<file path="src/rtl/sd_spi_pkg.sv">
// Shared definitions for the SPI-mode SD card responder and its CRC7 helper.
// Holds the command indices, R1 bit positions, the FSM state type and the frame width.
package sd_spi_pkg;

    localparam int FRAME_W = 48;

    localparam logic [5:0] CMD0  = 6'd0;
    localparam logic [5:0] CMD8  = 6'd8;
    localparam logic [5:0] CMD41 = 6'd41;
    localparam logic [5:0] CMD55 = 6'd55;
    localparam logic [5:0] CMD58 = 6'd58;

    localparam int R1_IDLE    = 0;
    localparam int R1_ILLEGAL = 2;
    localparam int R1_CRC     = 3;

    typedef enum logic [2:0] {
        HUNT,
        RX,
        DECODE,
        NCR,
        TX
    } state_e;

    function automatic logic [7:0] r1_byte(input logic idle,
                                           input logic ill,
                                           input logic crc);
        logic [7:0] r;
        r             = 8'h00;
        r[R1_IDLE]    = idle;
        r[R1_ILLEGAL] = ill;
        r[R1_CRC]     = crc;
        return r;
    endfunction

endpackage

</file>
<file path="src/rtl/sd_crc7.sv">
// Serial CRC7 (x^7 + x^3 + 1), one bit per enabled cycle, MSB of the message first.
// Ports: clock, reset (async, active-low), clr (sync clear), en, din, crc (running remainder).
module sd_crc7 (
    input  logic       clock,
    input  logic       reset,
    input  logic       clr,
    input  logic       en,
    input  logic       din,
    output logic [6:0] crc
);

    logic [6:0] crc_q, crc_d;
    logic       fb;

    always_comb begin
        fb    = din ^ crc_q[6];
        crc_d = crc_q;
        if (clr) begin
            crc_d = 7'h00;
        end else if (en) begin
            crc_d = {crc_q[5:0], 1'b0} ^ (fb ? 7'h09 : 7'h00);
        end
    end

    always_ff @(posedge clock or negedge reset) begin
        if (!reset) begin
            crc_q <= 7'h00;
        end else begin
            crc_q <= crc_d;
        end
    end

    assign crc = crc_q;

endmodule

</file>
<file path="src/rtl/sd_spi_responder.sv">
// Card side of an SPI-mode SD link: decodes 48-bit command frames, answers R1/R3/R7.
// Ports: clock, reset (async, active-low), io_spi_cs/sck/mosi in, io_spi_miso out,
// io_cmd_valid/io_cmd_index/io_cmd_arg (last decoded command), io_idle.
// Build option: SD_CRC_CHECK_EN enables CRC7 checking of incoming frames.
module sd_spi_responder
    import sd_spi_pkg::*;
#(
    parameter int          NCR_BYTES    = 1,
    parameter int          INIT_RETRIES = 2,
    parameter logic [31:0] OCR_VALUE    = 32'h40FF8000
) (
    input  logic        clock,
    input  logic        reset,
    input  logic        io_spi_cs,
    input  logic        io_spi_sck,
    input  logic        io_spi_mosi,
    output logic        io_spi_miso,
    output logic        io_cmd_valid,
    output logic [5:0]  io_cmd_index,
    output logic [31:0] io_cmd_arg,
    output logic        io_idle
);

    logic cs_s1_q, cs_s2_q;
    logic sck_s1_q, sck_s2_q, sck_d1_q;
    logic mosi_s1_q, mosi_s2_q;

    state_e               state_q, state_d;
    logic [FRAME_W-1:0]   shift_q, shift_d;
    logic [5:0]           rx_cnt_q, rx_cnt_d;
    logic [2:0]           bit_cnt_q, bit_cnt_d;
    logic [3:0]           byte_cnt_q, byte_cnt_d;
    logic [39:0]          resp_q, resp_d;
    logic [2:0]           resp_len_q, resp_len_d;
    logic                 miso_q, miso_d;
    logic                 valid_q, valid_d;
    logic [5:0]           index_q, index_d;
    logic [31:0]          arg_q, arg_d;
    logic                 idle_q, idle_d;
    logic [3:0]           init_cnt_q, init_cnt_d;
    logic                 app_q, app_d;

    logic                 sck_rise, sck_fall, cs_n;
    logic [5:0]           cmd_idx;
    logic [31:0]          cmd_arg;
    logic                 crc_err;
    logic [7:0]           r1;
    logic                 ill, idle_n, is_r7, is_r3;

    assign sck_rise = sck_s2_q & ~sck_d1_q;
    assign sck_fall = ~sck_s2_q & sck_d1_q;
    assign cs_n     = cs_s2_q;
    assign cmd_idx  = shift_q[45:40];
    assign cmd_arg  = shift_q[39:8];

`ifdef SD_CRC_CHECK_EN
    logic [6:0] crc_val;
    logic       crc_clr, crc_en;
    logic       unused_start;

    // Start bit is 0, so clearing during HUNT is equivalent to feeding it.
    assign crc_clr = (state_q == HUNT) | cs_n;
    assign crc_en  = (state_q == RX) & sck_rise & ~cs_n & (rx_cnt_q < 6'd40);

    sd_crc7 u_crc7 (
        .clock (clock),
        .reset (reset),
        .clr   (crc_clr),
        .en    (crc_en),
        .din   (mosi_s2_q),
        .crc   (crc_val)
    );

    assign crc_err      = (crc_val != shift_q[7:1]);
    assign unused_start = shift_q[47];
`else
    logic unused_bits;
    assign crc_err     = 1'b0;
    assign unused_bits = ^{shift_q[47], shift_q[7:1]};
`endif

    always_comb begin
        state_d    = state_q;
        shift_d    = shift_q;
        rx_cnt_d   = rx_cnt_q;
        bit_cnt_d  = bit_cnt_q;
        byte_cnt_d = byte_cnt_q;
        resp_d     = resp_q;
        resp_len_d = resp_len_q;
        miso_d     = miso_q;
        valid_d    = 1'b0;
        index_d    = index_q;
        arg_d      = arg_q;
        idle_d     = idle_q;
        init_cnt_d = init_cnt_q;
        app_d      = app_q;
        r1         = 8'h00;
        ill        = 1'b0;
        idle_n     = idle_q;
        is_r7      = 1'b0;
        is_r3      = 1'b0;

        if (cs_n) begin
            // Deselect aborts anything in flight; card state survives.
            state_d    = HUNT;
            miso_d     = 1'b1;
            rx_cnt_d   = 6'd0;
            bit_cnt_d  = 3'd0;
            byte_cnt_d = 4'd0;
        end else begin
            unique case (state_q)
                HUNT: begin
                    if (sck_rise && !mosi_s2_q) begin
                        shift_d  = {shift_q[FRAME_W-2:0], 1'b0};
                        rx_cnt_d = 6'd1;
                        state_d  = RX;
                    end
                end
                RX: begin
                    if (sck_rise) begin
                        shift_d = {shift_q[FRAME_W-2:0], mosi_s2_q};
                        if (rx_cnt_q == 6'(FRAME_W - 1)) begin
                            rx_cnt_d = 6'd0;
                            state_d  = DECODE;
                        end else begin
                            rx_cnt_d = rx_cnt_q + 6'd1;
                        end
                    end
                end
                DECODE: begin
                    state_d = HUNT;
                    if (shift_q[46] && shift_q[0]) begin
                        valid_d    = 1'b1;
                        index_d    = cmd_idx;
                        arg_d      = cmd_arg;
                        state_d    = NCR;
                        bit_cnt_d  = 3'd0;
                        byte_cnt_d = 4'd0;
                        resp_len_d = 3'd1;
                        if (crc_err) begin
                            r1     = r1_byte(idle_q, 1'b0, 1'b1);
                            resp_d = {r1, 32'h0};
                        end else begin
                            app_d = 1'b0;
                            unique case (1'b1)
                                cmd_idx == CMD0: begin
                                    idle_n     = 1'b1;
                                    init_cnt_d = 4'(INIT_RETRIES);
                                end
                                cmd_idx == CMD8:  is_r7 = 1'b1;
                                cmd_idx == CMD55: app_d = 1'b1;
                                cmd_idx == CMD41 && app_q: begin
                                    if (init_cnt_q != 4'd0) begin
                                        init_cnt_d = init_cnt_q - 4'd1;
                                    end
                                    if (init_cnt_q <= 4'd1) begin
                                        idle_n = 1'b0;
                                    end
                                end
                                cmd_idx == CMD58: is_r3 = 1'b1;
                                default:          ill = 1'b1;
                            endcase
                            idle_d = idle_n;
                            r1     = r1_byte(idle_n, ill, 1'b0);
                            if (is_r7) begin
                                resp_d     = {r1, 16'h0000, 4'h0, cmd_arg[11:0]};
                                resp_len_d = 3'd5;
                            end else if (is_r3) begin
                                resp_d     = {r1, ~idle_q, OCR_VALUE[30:0]};
                                resp_len_d = 3'd5;
                            end else begin
                                resp_d = {r1, 32'h0};
                            end
                        end
                    end
                end
                NCR: begin
                    if (sck_fall) begin
                        miso_d    = 1'b1;
                        bit_cnt_d = bit_cnt_q + 3'd1;
                        if (bit_cnt_q == 3'd7) begin
                            if (byte_cnt_q == 4'(NCR_BYTES - 1)) begin
                                byte_cnt_d = 4'd0;
                                state_d    = TX;
                            end else begin
                                byte_cnt_d = byte_cnt_q + 4'd1;
                            end
                        end
                    end
                end
                TX: begin
                    if (sck_fall) begin
                        // One extra fall after the last bit releases the line.
                        if ({1'b0, resp_len_q} == byte_cnt_q) begin
                            miso_d     = 1'b1;
                            bit_cnt_d  = 3'd0;
                            byte_cnt_d = 4'd0;
                            state_d    = HUNT;
                        end else begin
                            miso_d    = resp_q[39];
                            resp_d    = {resp_q[38:0], 1'b0};
                            bit_cnt_d = bit_cnt_q + 3'd1;
                            if (bit_cnt_q == 3'd7) begin
                                byte_cnt_d = byte_cnt_q + 4'd1;
                            end
                        end
                    end
                end
                default: state_d = HUNT;
            endcase
        end
    end

    always_ff @(posedge clock or negedge reset) begin
        if (!reset) begin
            cs_s1_q    <= 1'b1;
            cs_s2_q    <= 1'b1;
            sck_s1_q   <= 1'b0;
            sck_s2_q   <= 1'b0;
            sck_d1_q   <= 1'b0;
            mosi_s1_q  <= 1'b1;
            mosi_s2_q  <= 1'b1;
            state_q    <= HUNT;
            shift_q    <= '0;
            rx_cnt_q   <= 6'd0;
            bit_cnt_q  <= 3'd0;
            byte_cnt_q <= 4'd0;
            resp_q     <= 40'h0;
            resp_len_q <= 3'd0;
            miso_q     <= 1'b1;
            valid_q    <= 1'b0;
            index_q    <= 6'd0;
            arg_q      <= 32'h0;
            idle_q     <= 1'b1;
            init_cnt_q <= 4'(INIT_RETRIES);
            app_q      <= 1'b0;
        end else begin
            cs_s1_q    <= io_spi_cs;
            cs_s2_q    <= cs_s1_q;
            sck_s1_q   <= io_spi_sck;
            sck_s2_q   <= sck_s1_q;
            sck_d1_q   <= sck_s2_q;
            mosi_s1_q  <= io_spi_mosi;
            mosi_s2_q  <= mosi_s1_q;
            state_q    <= state_d;
            shift_q    <= shift_d;
            rx_cnt_q   <= rx_cnt_d;
            bit_cnt_q  <= bit_cnt_d;
            byte_cnt_q <= byte_cnt_d;
            resp_q     <= resp_d;
            resp_len_q <= resp_len_d;
            miso_q     <= miso_d;
            valid_q    <= valid_d;
            index_q    <= index_d;
            arg_q      <= arg_d;
            idle_q     <= idle_d;
            init_cnt_q <= init_cnt_d;
            app_q      <= app_d;
        end
    end

    assign io_spi_miso  = miso_q;
    assign io_cmd_valid = valid_q;
    assign io_cmd_index = index_q;
    assign io_cmd_arg   = arg_q;
    assign io_idle      = idle_q;

endmodule

</file>
<file path="config.mk">
export PLATFORM = sky130hd
export DESIGN_NAME = sd_spi_responder
export DESIGN_NICKNAME = d
export VERILOG_FILES = /design/src/rtl/sd_spi_pkg.sv /design/src/rtl/sd_crc7.sv /design/src/rtl/sd_spi_responder.sv
export SDC_FILE = /design/constraint.sdc
export NUM_CORES = 1
export LEC_CHECK = 0
export ABC_AREA = 1
export CORE_UTILIZATION = 59
export DETAILED_ROUTE_END_ITERATION = 8
export PLACE_DENSITY = 0.79
export REMOVE_ABC_BUFFERS = 1
export SYNTH_ARGS = -nofsm -noshare
export SYNTH_HDL_FRONTEND = slang
export SYNTH_SLANG_ARGS = --single-unit
</file>
<file path="constraint.sdc">
create_clock -name clock -period 2.05 [get_ports clock]
set_clock_uncertainty 0.2 [all_clocks]
set_input_delay 0.41 -clock clock [delete_from_list [all_inputs] [get_ports clock]]
set_output_delay 0.41 -clock clock [all_outputs]
set_load 0.005 [all_outputs]
</file>
Word level (Yosys, flattened, before mapping)
Index checks and enable logic that the tools add are counted.
Word-level totals
  register bits: 159
  input bits: 5
  output and inout bits: 41
  logic and storage cells: 147
Operators by class
  $add $sub $neg: 4
  $lt $le $gt $ge: 1
  eq/ne operators: 27
  muxes and demuxes: 64
  bitwise logic cells: 6
  reduce and logical (&&, ||, !) cells: 24
Operator list (number)
  $mux 40: 3
  $mux 47: 2
  $pmux 47 s2: 1
  $pmux 40 s2: 1
  $mux 32: 2
  $mux 3: 16
  $mux 4: 9
  $ne 3x3->1 const B: 9
  $eq 6x6->1 const B: 4
  $mux 6: 4
  $mux 1: 18
  $pmux 3 s5: 1
  $pmux 4 s3: 1
  $pmux 6 s2: 1
  $ne 2x2->1 const B: 5
  $reduce_and 5->1: 2
  $pmux 3 s3: 1
  $reduce_and 3->1: 3
  $pmux 4 s2: 1
  $reduce_and 4->1: 2
  $reduce_and 8->1: 1
  $reduce_bool 4->1: 2
  $add 6x1->6 const B: 1
  $eq 3x2->1 const B: 2
  other kinds (23): 34

Depth between registers and ports, before layout
Gate-level depths: netlist of the first run.
  depth in word-level cells: 9
  depth in mapped cells: 11
  mapped depth without buffers: 10

Worst setup path after synthesis of the first run
No wires, ideal clock.
  kind: register to register
  start point: reg cs_s2_q (netlist: cs_n)
  end point: reg rx_cnt_q[0]
  setup time: 0.128 ns
  arrival time: 1.357 ns
  data required time: 1.722 ns
  setup slack: 0.365 ns
  stages on the path, launching flop included: 9
  buffers on the path: 3
  period minus slack after synthesis: 1.685 ns
  path through: dfstp_2 -> buf_4 -> inv_2 -> nand2_1 -> inv_1 -> nand2_1 -> buf_6 -> buf_2 -> o22ai_1
Between the ends
  word-level cells in the longest chain between the ends: 2
  elaborated cells between the ends (all ways): 5
  those cells by class: eq/ne (2); mux (1); reduce/logical (2)
RTL lines
  from (decl): line sd_spi_responder.sv:24  | logic cs_s1_q, cs_s2_q;
  from (signal assigned): line sd_spi_responder.sv:239  | cs_s2_q <= cs_s1_q;
  $ne 3x3->1 (no source line) / $reduce_bool 3->1 (equally long branches)
  $reduce_and 3->1 (no source line)
  to (signal assigned): line sd_spi_responder.sv:247  | rx_cnt_q <= rx_cnt_d;
  to (decl): line sd_spi_responder.sv:30  | logic [5:0] rx_cnt_q, rx_cnt_d;
Parallel ways exist; a longest one is shown, timed or not.
A chain may end at the register's enable or synchronous reset.

Final worst setup path of the first run
  start point: reg index_q[1] (netlist: io_cmd_index[1])
  end point: out io_cmd_index[1]
RTL lines
  from (decl): line sd_spi_responder.sv:37  | logic [5:0] index_q, index_d;
  from (signal assigned): line sd_spi_responder.sv:254  | index_q <= index_d;
  to (decl): line sd_spi_responder.sv:19  | output logic [5:0] io_cmd_index,
No word-level cell between the ends.

==> results of run 1 <==
==> power by group <==
part           switching, mW  total, mW  leakage, nW  internal (mW)
Combinational          0.513      0.743         1.37          0.231
Clock                   1.21       2.80        0.251           1.60
Sequential            0.0714       3.28         2.17           3.21
==> what timing repair did <==
action                                  in CTS  in global routing
endpoints found under the hold margin      110                  0
endpoints found under the setup margin       3                 33
resized for setup                            3                  8
pin swaps                                    0                  1
hold buffers                                 1                  0
setup buffers                                1                  0
==> metrics by stage <==
stage | instance area, sq um | hold slack [ns] | util (%)
6_report | 8150 | 0.151 | 71.4
5_1_grt | 8150 | 0.155 | 71.4
4_1_cts | 8110 | 0.154 | 71.0
3_5_place_dp | 7560 | 0.0843 | 66.2
3_3_place_gp | 7560 | 0.0809 | 66.2
2_1_floorplan | 6710 | -0.0856 | -
==> routing by layer <==
metal  vias up  part of all wire [%]  GRT usage, %
met2       147                    50          42.7
met1      2584                    43          35.0
met4         0                   1.8          10.5
met5         -                     0             0
li1       2588                     -             -
met3        25                   5.4          6.11
==> state kept, by name, summed over array words and instances, names as in the netlist, 2 cells and up <==
register,count
io_cmd_arg,32
io_cmd_index,6
init_cnt_q,4
state_q,3
resp_q,40
shift_q,47
rx_cnt_q,6
bit_cnt_q,3
resp_len_q,2
byte_cnt_q,4
==> cell families (layout without fill, tap and decap cells) <==
group | Yosys count | count (layout)
AO/OA/AOI/OAI | 151 | 151
AND/OR/NAND/NOR | 352 | 352
XOR/XNOR | 1 | 1
buffers and inverters | 108 | 169
flip-flops | 158 | 158
adder cells (fa/ha/maj) | 8 | 8
==> cell type report <==
class	instances	share of cell area (%)
Sequential cell	158	48.6
Multi-Input combinational cell	512	30.8
Timing Repair Buffer	65	8.50
Clock buffer	21	5.65
Inverter	73	3.44
Tap cell	143	2.20
Clock inverter	10	0.829
==> placed cells by master, fill, tap and decap left out, types with 2 or more instances in the layout <==
master,synthesis,routed
nand2_1,269,267
dfrtp_1,151,151
o21ai_0,97,97
inv_1,69,68
clkdlybuf4s50_1,0,42
nor2_1,26,26
o21ai_2,23,22
nand3_1,21,19
clkbuf_16,0,17
nand4_1,16,16
a21oi_1,11,11
a22oi_1,11,11
buf_4,4,11
ha_1,8,8
nand2_2,5,7
dfstp_2,7,7
buf_12,0,7
nand3_2,3,5
clkinvlp_4,0,5
clkinv_2,0,4
or2_2,3,3
inv_2,3,3
nor2_4,1,2
nor2_2,3,2
nor3_2,1,2
o21ai_1,2,2
clkbuf_1,10,2
clkinv_4,0,2
clkbuf_8,0,2
buf_6,8,2
dlygate4sd2_1,0,2
==> path summary, 6_finish.rpt <==
| kind | startpoint | end | slack [ns] |
|---|---|---|---|
| worst max register to register | state_q[1]$_DFFE_PN0P_ | resp_q[2]$_DFFE_PN0P_ | 0.12 |
| worst min register to register | sck_s1_q$_DFF_PN0_ | sck_s2_q$_DFF_PN0_ | 0.15 |
| max in group asynchronous | reset | resp_q[8]$_DFFE_PN0P_ | 0.82 |
| worst min-delay path | sck_s1_q$_DFF_PN0_ | sck_s2_q$_DFF_PN0_ | 0.15 |
| min in group asynchronous | reset | byte_cnt_q[0]$_DFFE_PN0P_ | 0.21 |
| worst max-delay path | io_cmd_index[1]$_DFFE_PN0P_ | io_cmd_index[1] | 0.12 |
==> worst register-to-register path, cell delays in order, from the launching register on <==
cell      delay, ns
dfrtp_1        0.43
nor2_1         0.12
nand2_1        0.17
o21bai_2       0.29
nand2_4        0.12
nand2_8        0.13
buf_12         0.20
nand2_1        0.09
o21ai_2        0.06
==> impl_metrics.csv, run 1 <==
group,metric,value,unit
run_status,status,"finished clean",
power,worst_ir_drop_vdd,0.000683,V
cells_and_area,fin_nets,840,
critical_path,worst-r2r-cell-count,8,
cells_and_area,antenna_cells,0,
floorplanning,die_w,110,um
sta,timing.max_slew.rel_slack,68.9,%
placement,dp.cells,949,
clocking,worstSkewPairLatency,0.42,ns
yosys,yosys.area_share.simple,21.2,%
grt,antenna_found_initial,0,
sta,grt_setup_unrepaired,"yes",
cells_and_area,regArea,3960,sq um
cells_and_area,layout-drive-gt1-share,13.0,%
yosys,synth.cell_area,6930,sq um
clocking,h-tree-depth,4,
yosys,synth-edff-count,0,
yosys,synth_top_area_share,54.5,%
placement,io_buffers,45,
detailed_routing,detail_route.wl_per_cell,14.4,um
critical_path,crit_type,"flop to primary output",
detailed_routing,postRouteAntennaNets,0,
sta,tns,0,ns
critical_path,setup.worst_path.end_class,"primary output",
critical_path,crit_cells,1,
cells_and_area,fin_cells,982,
yosys,yosys_warnings,0,
floorplanning,die_area,12200,sq um
power,p_leak,3.79,nW
yosys,synth.area.mux_share,0,%
cells_and_area,multi_input_area,2510,sq um
hold_path,worstHoldPathCells,0,
sta,fin_crit,1.93,ns
yosys,synth-main-ff-cell,"dfrtp_1",
job,cap_viol_max_count,0,
floorplanning,num_rows,39,
sta,fin_crit_sh,94.1,%
yosys,synth_adder_area_share,1.44,%
sta,max_freq,0.518,GHz
critical_path,cp_data_required_time,1.44,ns
critical_path,path_cells,"clkdlybuf4s50_1",
power,power_density,838,nW/um^2
clocking,cts-root-buf,"clkbuf_16",
critical_path,max_stage_delay,0.53,ns
critical_path,crit_buf_inv,1,
placement,place_hpwl,9430,um
yosys,synth_top_family_by_area,"simple AND/OR/NAND/NOR gates",
cells_and_area,fillers,839,
grt,grt_first_pass_wirelength,24500,um
detailed_routing,routed_wl,14200,um
yosys,yosysSeqAreaShare,57.2,%
yosys,avgSynthCellArea,8.90,sq um
placement,dp_slack,-0.0380,ns
clocking,cts_tree,"built",
detailed_routing,vias_per_cell,5.44,
floorplanning,core_region_area,11400,sq um
clocking,clock-sinks,158,
yosys,yosysTopAreaCell,"dfrtp_1",
hold_path,hold_class,"flop to flop",
floorplanning,start_util,60.7,%
yosys,yosys_register_bits,158,
grt,grtUsageTotal,26.5,%
sta,worst_slack,0.121,ns
floorplanning,io_pins,46,
placement,gp_congestion,0.822,
yosys,ys_types,37,
yosys,synth_xor_area_share,0.126,%
critical_path,path_max_fanout,2,
critical_path,path_delay_family,"buffers and inverters",
detailed_routing,route.vias.total,5344,
detailed_routing,drc_errors,0,
detailed_routing,drt-initial-drc-count,355,
grt,grt_max_degree,68,
sta,final_max_slew_viol_count,0,
yosys,synth-compound-area-share,12.8,%
critical_path,crit_arrival,1.32,ns
floorplanning,die_height,110,um
clocking,cts-buffers-inserted,17,
sta,tightest_slew,0.466,ns
critical_path,crit_slowest_cell,"clkdlybuf4s50_1",
clocking,clk_pin_slew,0.06,ns
grt,grt_pass1_vias,5193,
sta,hold_violations,0,
yosys,synth.most_common_cell,"nand2_1",
yosys,synthTopCellsByArea,"dfrtp_1 (55%), nand2_1 (15%), o21ai_0 (7.0%)",
yosys,synthTopCellsByCount,"nand2_1 (269), dfrtp_1 (151), o21ai_0 (97)",
yosys,synthArstFlopShare,100,%
critical_path,startpoint_type,"flop",
grt,grt_overflow,0,
yosys,postSynthCellCount,778,
clocking,clockBufferDepth,2,
power,power,6.83,mW
cells_and_area,areaGrowthSynthToFinish,17.6,%
detailed_routing,drtPass1Iterations,5,
sta,finalSetupViolCount,0,
No activity file was read; power rests on OpenSTA's default activity.
==> run 2, diff against run 1 <==
--- a/config.mk
+++ b/config.mk
@@ -6,9 +6,11 @@
 export NUM_CORES = 1
 export LEC_CHECK = 0
 export ABC_AREA = 1
-export CORE_UTILIZATION = 59
+export CORE_UTILIZATION = 53
 export DETAILED_ROUTE_END_ITERATION = 8
-export PLACE_DENSITY = 0.79
+export GPL_ROUTABILITY_DRIVEN = 0
+export MAX_ROUTING_LAYER = met4
+export PLACE_DENSITY = 0.75
 export REMOVE_ABC_BUFFERS = 1
 export SYNTH_ARGS = -nofsm -noshare
 export SYNTH_HDL_FRONTEND = slang
==> constraint.sdc (replaced) <==
create_clock -name clock -period 1.65 [get_ports clock]
set_clock_uncertainty 0.2 [all_clocks]
set_input_delay 0.33 -clock clock [delete_from_list [all_inputs] [get_ports clock]]
set_output_delay 0.33 -clock clock [all_outputs]
set_load 0.005 [all_outputs]
==> run 2 against run 1 <==
  * Sequential power increased by 25%
  * The flow now finishes with violations (negative setup slack)
  * Count of clock-buffer cells in the layout increased by 1
  * Critical path depth increased by 4
  * Global-route usage increased by 4.5 points
  * Register-to-register slack got worse by 0.44 ns
  * Design area increased by 29%
  * First-iteration DRC count increased by 120%
  * Power increased by 51%
  * Core utilization increased by 11 points
  * Largest power group unchanged
  * Via count increased by 30%
==> impl_metrics.csv, run 2 (same netlist as run 1, synthesis figures left out) <==
group,metric,value,unit
sta,tightest_slew,0.380,ns
critical_path,ff2ff_setup_slack,-0.32,ns
grt,grt_first_pass_wirelength,30500,um
job,cap_viol_max_count,0,
grt,grt_max_degree,51,
run_status,status,"finished, violations left",
floorplanning,io_pins,46,
detailed_routing,detail_route.wl_per_cell,22.3,um
sta,finalSetupViolCount,148,
power,power_density,984,nW/um^2
clocking,clockBufferDepth,2,
sta,worst_slack,-0.323,ns
floorplanning,core_region_area,12700,sq um
cells_and_area,antenna_cells,0,
floorplanning,start_util,54.7,%
clocking,worstSkewPairLatency,0.44,ns
cells_and_area,areaGrowthSynthToFinish,51.5,%
power,worst_ir_drop_vdd,0.000702,V
detailed_routing,routed_wl,25100,um
clocking,cts-root-buf,"clkbuf_16",
grt,grtUsageTotal,31.0,%
power,p_leak,4.95,nW
critical_path,setup.worst_path.end_class,"flop",
cells_and_area,top_register,"shift_q",
clocking,cts-buffers-inserted,17,
critical_path,crit_type,"flop to flop",
cells_and_area,fin_nets,953,
clocking,clock-sinks,158,
sta,fin_crit_sh,120,%
detailed_routing,route.vias.total,6943,
cells_and_area,utilization,82.8,%
sta,final_max_slew_viol_count,0,
clocking,h-tree-depth,4,
critical_path,crit_arrival,2.13,ns
detailed_routing,postRouteAntennaNets,0,
critical_path,cp_data_required_time,1.81,ns
floorplanning,num_rows,41,
sta,max_freq,0.507,GHz
cells_and_area,layout-drive-gt1-share,41.2,%
floorplanning,die_height,116,um
clocking,cts_tree,"built",
cells_and_area,fillers,565,
cells_and_area,layout_commonest_cell,"nand2_1",
detailed_routing,drtPass1Iterations,7,
cells_and_area,layout_common_cells,"nand2_1 (168), dfrtp_1 (151), buf_4 (75)",
critical_path,path_max_fanout,12,
floorplanning,die_w,116,um
placement,place_hpwl,9900,um
sta,fin_crit,1.97,ns
detailed_routing,drc_errors,0,
cells_and_area,largest_reg_flops,47,
placement,dp_slack,-0.258,ns
sta,timing.max_slew.rel_slack,74.6,%
grt,antenna_found_initial,0,
clocking,clk_pin_slew,0.07,ns
critical_path,startpoint_type,"flop",
floorplanning,die_area,13500,sq um
sta,grt_setup_unrepaired,"yes",
cells_and_area,fin_area,10500,sq um
placement,io_buffers,45,
run_status,violations,"negative setup slack",
sta,tns,-14.92,ns
detailed_routing,vias_per_cell,6.17,
hold_path,hold_class,"input port to flop",
sta,hold_violations,0,
grt,grt_overflow,0,
grt,grt_pass1_vias,6178,
detailed_routing,drt-initial-drc-count,780,
placement,placed_area,7920,sq um
-- run 2: cell count changes in the layout (fill, tap and decap cells not counted), sizes merged, moves of 2 or more --
cell / previous run / this run
inv: 72 / 74
dlygate4sd2: 2 / 32
clkdlybuf4s15: 0 / 7
clkbuf: 21 / 30
nand2: 276 / 280
buf: 20 / 121
clkinv: 6 / 4
clkdlybuf4s50: 42 / 3
-- run 2: repair_timing --
action	in CTS	in global routing
endpoints found under the hold margin	155	0
pin swaps	24	41
setup endpoints to repair	181	157
setup buffers	25	25
gates resized for setup	185	254
hold buffers	1	0
cloned	13	11
-- run 2: power by group --
part,internal (mW),switching (mW)
Clock,2.25,1.70
Combinational,0.944,1.33
Sequential,3.99,0.104
-- run 2: final timing paths --
| path | cells after the start | endpoint | from |
|---|---|---|---|
| worst max-delay path | 5 | resp_q[2]$_DFFE_PN0P_ | shift_q[41]$_DFFE_PN0P_ |
| worst min-delay path | 1 | mosi_s1_q$_DFF_PN1_ | io_spi_mosi |
| worst max register to register | 5 | resp_q[2]$_DFFE_PN0P_ | shift_q[41]$_DFFE_PN0P_ |
| worst min register to register | 0 | sck_s2_q$_DFF_PN0_ | sck_s1_q$_DFF_PN0_ |
| max in group asynchronous | 3 | mosi_s2_q$_DFF_PN1_ | reset |
| min in group asynchronous | 2 | bit_cnt_q[1]$_DFFE_PN0P_ | reset |
-- run 2: final cells by class --
cell class / count / area [sq um] / share of cell area (%)
multi-input cells: 516 / 3500 / 33.3
repair buffers: 172 / 1910 / 18.2
flip-flops and latches: 158 / 3960 / 37.8
repair inverters: 2 / 16.3 / 0.155
well taps: 172 / 215 / 2.05
clock buffers: 22 / 484 / 4.61
inverters: 73 / 303 / 2.89
clock inverters: 10 / 104 / 0.990
-- run 2: metrics by stage --
step / instances / hold slack, ns / power (mW)
after floorplan: 743 / -0.166 / 4.67
after global placement: 1023 / 0.0460 / 5.16
after detailed placement: 1023 / 0.0486 / 5.19
after CTS: 1093 / 0.0919 / 9.59
after global routing: 1125 / 0.0926 / 10.6
final: 1125 / 0.0955 / 10.3
-- run 2: layer usage --
metal / share of wire (%) / GRT usage (%) / vias to the layer above / routed length, um
li1: - / - / 2851 / -
met2: 50 / 51.4 / 487 / 12400
met3: 8.1 / 5.66 / 205 / 2020
met4: 7.0 / 16.8 / 0 / 1760
met5: 0 / - / - / 0
met1: 35 / 35.8 / 3400 / 8850
-- run 2: critical path: stages, from the launching register on --
cell and delay, ns:
dfrtp_1 0.42, nor2_1 0.28, nand4_1 0.26, nor2_4 0.38, a22oi_1 0.17, o21ai_2 0.18
